## src/rtl/fifo_pkg.sv

```systemverilog
// fifo_pkg: constants and types shared by the FIFO read-side logic.
// Occupancy is a 2-bit enum sized from the skid-buffer depth.
package fifo_pkg;

  localparam int RD_BUF_DEPTH = 2;
  localparam int OCC_W        = $clog2(RD_BUF_DEPTH + 1);
  localparam int CNT_W        = 16;

  typedef enum logic [OCC_W-1:0] {
    OCC_EMPTY = 2'd0,
    OCC_ONE   = 2'd1,
    OCC_TWO   = 2'd2
  } occ_e;

endpackage

```

## src/rtl/fifo_rd_stream_if.sv

```systemverilog
// fifo_rd_stream_if: valid/ready stream carrying FIFO read data downstream.
interface fifo_rd_stream_if #(
  parameter int WIDTH = 8
) ();

  logic             valid;
  logic             ready;
  logic [WIDTH-1:0] data;

  modport master (output valid, output data, input ready);
  modport slave  (input valid, input data, output ready);

endinterface

```

## src/rtl/fifo_rd_stream.sv

```systemverilog
// fifo_rd_stream: converts the FIFO pop port (rdata/rempty/rinc) into a
// valid/ready stream through a 2-entry skid buffer that hides the one-cycle
// registered read latency of the FIFO memory.
// Optional macro FIFO_RD_STREAM_CNT_EN adds the 16-bit word_cnt output
// counting accepted beats (wraps at 16'hFFFF).
//
// state     | meaning
// ----------+---------------------------------------------
// OCC_EMPTY | no word buffered, m_valid low
// OCC_ONE   | one word buffered, presented on m_data
// OCC_TWO   | both entries full, further pops held off
module fifo_rd_stream
  import fifo_pkg::*;
#(
  parameter int WIDTH = 8
) (
  input  logic             rclk,
  input  logic             rrst_n,
  input  logic             rempty,
  input  logic [WIDTH-1:0] rdata,
  output logic             rinc,
  fifo_rd_stream_if.master m
`ifdef FIFO_RD_STREAM_CNT_EN
  ,
  output logic [CNT_W-1:0] word_cnt
`endif
);

  occ_e             occ_q, occ_d;
  logic             inflight_q, inflight_d;
  logic             wr_ptr_q, wr_ptr_d;
  logic             rd_ptr_q, rd_ptr_d;
  logic [WIDTH-1:0] skid_q [RD_BUF_DEPTH];
  logic [WIDTH-1:0] skid_d [RD_BUF_DEPTH];
  logic             pop;
  logic             capture;
  logic [2:0]       credit_sum;

  assign pop     = m.valid & m.ready;
  assign capture = inflight_q;

  // Credit sum cannot underflow: pop implies at least one word is buffered.
  assign credit_sum = 3'(occ_q) + 3'(inflight_q) - 3'(pop);
  assign rinc       = rrst_n & ~rempty & (credit_sum < 3'(RD_BUF_DEPTH));

  assign m.valid = (occ_q != OCC_EMPTY);
  assign m.data  = skid_q[rd_ptr_q];

  // Next occupancy, pointers and in-flight flag.
  always_comb begin
    occ_d      = occ_q;
    wr_ptr_d   = wr_ptr_q ^ capture;
    rd_ptr_d   = rd_ptr_q ^ pop;
    inflight_d = rinc;
    unique case (occ_q)
      OCC_EMPTY: if (capture) occ_d = OCC_ONE;
      OCC_ONE: begin
        if (capture && !pop)      occ_d = OCC_TWO;
        else if (!capture && pop) occ_d = OCC_EMPTY;
      end
      OCC_TWO:   if (pop) occ_d = OCC_ONE;
      default:   occ_d = OCC_EMPTY;
    endcase
  end

  // Returned FIFO word lands in the entry under the write pointer.
  always_comb begin
    skid_d = skid_q;
    if (capture) skid_d[wr_ptr_q] = rdata;
  end

  // Control state register; clears immediately on reset.
  always_ff @(posedge rclk or negedge rrst_n) begin
    if (!rrst_n) begin
      occ_q      <= OCC_EMPTY;
      inflight_q <= 1'b0;
      wr_ptr_q   <= 1'b0;
      rd_ptr_q   <= 1'b0;
    end else begin
      occ_q      <= occ_d;
      inflight_q <= inflight_d;
      wr_ptr_q   <= wr_ptr_d;
      rd_ptr_q   <= rd_ptr_d;
    end
  end

  // Data storage is not reset; it is only observed while m_valid is high.
  always_ff @(posedge rclk) begin
    skid_q <= skid_d;
  end

`ifdef FIFO_RD_STREAM_CNT_EN
  logic [CNT_W-1:0] cnt_q, cnt_d;

  // Accepted-beat counter, wrapping naturally at its width.
  always_comb begin
    cnt_d = cnt_q + CNT_W'(pop);
  end

  // Counter register.
  always_ff @(posedge rclk or negedge rrst_n) begin
    if (!rrst_n) cnt_q <= '0;
    else         cnt_q <= cnt_d;
  end

  assign word_cnt = cnt_q;
`endif

endmodule

```

## src/flat_wrapper.sv

```systemverilog
// flat-port wrapper written by rule: the top's interface ports become plain ports
module fifo_rd_stream_flat import fifo_pkg::*;
#(
  parameter int WIDTH = 8
)
  (rclk, rrst_n, rempty, rdata, rinc, m_valid, m_data, m_ready);
  fifo_rd_stream_if #(.WIDTH(WIDTH)) m_i ();
  input  logic rclk;
  input  logic rrst_n;
  input  logic rempty;
  input  logic [WIDTH-1:0] rdata;
  output logic rinc;
  output wire logic [$bits(m_i.valid)-1:0] m_valid;
  output wire logic [$bits(m_i.data)-1:0] m_data;
  input wire logic [$bits(m_i.ready)-1:0] m_ready;
  assign m_valid = m_i.valid;
  assign m_data = m_i.data;
  assign m_i.ready = m_ready;
  fifo_rd_stream #(.WIDTH(WIDTH)) u_core (.rclk(rclk), .rrst_n(rrst_n), .rempty(rempty), .rdata(rdata), .rinc(rinc), .m(m_i));
endmodule
```

## config.mk

```make
export PLATFORM = sky130hd
export DESIGN_NAME = fifo_rd_stream_flat
export DESIGN_NICKNAME = d
export VERILOG_FILES = /design/src/rtl/fifo_pkg.sv /design/src/rtl/fifo_rd_stream_if.sv /design/src/rtl/fifo_rd_stream.sv /design/src/flat_wrapper.sv
export SDC_FILE = /design/constraint.sdc
export NUM_CORES = 1
export LEC_CHECK = 0
export BUFFER_PORTS_ARGS = -buffer_cell sky130_fd_sc_hd__buf_2
export CAP_MARGIN = 0
export CORE_ASPECT_RATIO = 1.1
export CORE_MARGIN = 2
export CORE_UTILIZATION = 30
export CTS_CLUSTER_DIAMETER = 200
export DETAILED_ROUTE_END_ITERATION = 10
export PLACE_DENSITY_LB_ADDON = 0.25
export SETUP_SLACK_MARGIN = 0.5
export SYNTH_ARGS = -nofsm -noshare
export SYNTH_HDL_FRONTEND = slang
export SYNTH_SLANG_ARGS = --single-unit
```

## constraint.sdc

```tcl
create_clock -name rclk -period 3.33 [get_ports rclk]
set_input_delay 0.4995 -clock rclk [delete_from_list [all_inputs] [get_ports rclk]]
set_output_delay 0.4995 -clock rclk [all_outputs]
set_load 0.005 [all_outputs]
```

==> results.toml <==
[status]
status = "completed"

[floorplanning]
num_io_pins = 22
dieWidth_um = 55.5
core_area_um2 = 2780
start_util = 0.315
dieArea_um2 = 3370
die_h_um = 60.7
row_count = 20

[placement]
gp_congestion = 0.608
place_area_um2 = 1010
port_buffers = 21
hpwlAfterDp_um = 953

[yosys]
ys_types = 22
synth_compound_area_frac = 0.0271
synth-seq-cells = 21
synthSimpleGateAreaFrac = 0.0686
synthCells = 52
synth_xor_area_frac = 0.0200
synth_top_family_by_area = "multiplexers"
synthArstFlopShare = 0.238
syn_area_per_cell_um2 = 16.8
synth_area_leaders = "edfxtp_1, dfrtp_1, mux2_2, ha_1, fa_1"
synth_area_um2 = 876
netlist.area_leader.share = 0.549
synth_edf_count = 16
yosys_warnings = 0
synth_fa_ha_area_frac = 0.0514
synth_fp_nets = 67
yosys_most_used_dff = "edfxtp_1"
seq_area_frac_synth = 0.691
synthMuxAreaShare = 0.114
yosys.area.top_type = "edfxtp_1"

[grt]
grt_pass1_vias = 480
use_met3 = 0.0299
antenna_found_initial = 0
top_usage_layer = "met2"
grt_max_degree = 12
met2_usage = 0.141
grt_use_total = 0.0879
grt_pass1_wl_mm = 2.21
gr-total-overflow = 0
grt_util_met1 = 0.109

[setup_path]
reg2reg_depth = 5
crit_start = "u_core.occ_q[1]"
worstPathArrival_ns = 2.10
reg2reg_from = "u_core.occ_q[1]"
cp.depth = 6
worstSetupPathType = "flop to primary output"
cp_slowest_cell = "dfrtp_1"
path_buf_inv = 1
critical_path.top_delay_family = "flip-flops"
path_cells = "and3b_2 -> o21ai_0 -> fa_1 -> xor2_1 -> nor3_1 -> buf_2"
cp_max_fo = 10
max_stage_delay_ns = 0.53
start_kind = "flop"
crit_path_end_kind = "primary output"
required_ns = 2.83

[min_path]
hold_depth = 2
hp-class = "input pin to flop"
hold_start = "rempty"

[drt]
wl_per_cell_um = 12.0
avgViaCountPerCell = 4.48
drc = 0
num_vias = 488
drt_iter0_drc = 2
ant_nets = 0
drt_wl_total_mm = 1.31
firstDrtPassIters = 3

[timing]
fin_skew_ns = 0.00332
tns_ns = 0
min_period_ns = 2.60
slew_violations = 0
final_hold_viol_count = 0
setup_violations = 0
worst-slew-pin-transition_ns = 0.410
max_slew_margin = 0.727
rsz0062_at_grt = "false"
fmax_ghz = 0.385
finalCritPeriodShare = 0.781

[final_layout]
layout_commonest_cell = "buf_2"
final_area_um2 = 1040
synthToLayoutAreaGrowth_pct = 19.0
nets = 92
antenna_cells = 0
multi_input_area_um2 = 246
fillers = 287
mostFrequentLayoutCells = "buf_2, edfxtp_1, mux2_2"
register_area_um2 = 606
layout-drive-gt1-share = 0.447

[cts]
clkSlewWorstSetupHoldPaths_ns = 0.11
cts_setup_buffers = 0
cts.htree.levels = 1
tritoncts = "built"
insertion_delay_ns = 0.29
clock_sinks = 21
cts-root-buf = "clkbuf_4"
clock_tree.buffer_depth = 2
numCtsBuffers = 3

[power_and_ir_drop]
power.density_nw_per_um2 = 633
total_power_uw = 659
ir_drop_mv = 0.248
p_leak_nw = 0.420

[flow_run]
max-cap-violations = 0
## Yosys cell counts (2+ instances only)
cell / n
o21ai_0: 2
dfrtp_1: 5
mux2_2: 8
nand2_1: 2
ha_1: 2
inv_1: 2
edfxtp_1: 16
## stage by stage
stage,util,setup WS [ns],hold WS [ns],std cells
global route,0.375,0.538,0.329,109
floorplan,-,1.28,0.204,52
detailed placement,0.362,0.949,0.329,104
finish,0.375,0.729,0.354,109
global placement,0.362,0.994,0.327,104
CTS,0.375,0.685,0.345,109
## state kept, by name, indices dropped and copies added (netlist names)
register,cells
u_core.skid_q,16
u_core.occ_q,2
u_core.rd_ptr_q,1
u_core.capture,1
u_core.wr_ptr_q,1
## layer usage
metal | part of all wire | wire [µm]
met1 | 0.41 | 541
met2 | 0.53 | 693
met3 | 0.049 | 64
met4 | 0.0084 | 11
met5 | 0 | 0
## cell families after synthesis
kind of cell	Yosys count
buffers and inverters	4
flip-flops	21
AO/OA/AOI/OAI	4
multiplexers	9
XOR/XNOR	2
adder cells (fa/ha/maj)	3
AND/OR/NAND/NOR	9
## timing repair
item,CTS,global route
hold buffers,1,0
endpoints found under the setup margin,0,0
gates resized for setup,0,0
hold endpoints to repair,5,0
## power breakdown
| group | internal, mW | total (mW) | leakage (nW) | switching (mW) |
|---|---|---|---|---|
| clock network | 0.0466 | 0.120 | 0.0150 | 0.0730 |
| registers | 0.330 | 0.375 | 0.209 | 0.0453 |
| logic | 0.103 | 0.165 | 0.196 | 0.0622 |
| total | 0.479 | 0.659 | 0.420 | 0.180 |
## final timing paths
path / to / slack [ns]
max in group asynchronous: u_core.wr_ptr_q / 2.66
min in group asynchronous: u_core.occ_q[0] / 0.53
hold / removal: u_core.capture / 0.35
hold reg to reg: u_core.wr_ptr_q / 0.61
setup reg to reg: u_core.capture / 1.59
setup / recovery: rinc / 0.73
## final cells by class
type | instances | share of cell area
flip-flops and latches | 21 | 0.581
multi-input cells | 27 | 0.236
repair buffers | 22 | 0.110
well taps | 33 | 0.0396
clock buffers | 4 | 0.0252
inverters | 2 | 0.00720
No activity file was read; power rests on OpenSTA's default activity.
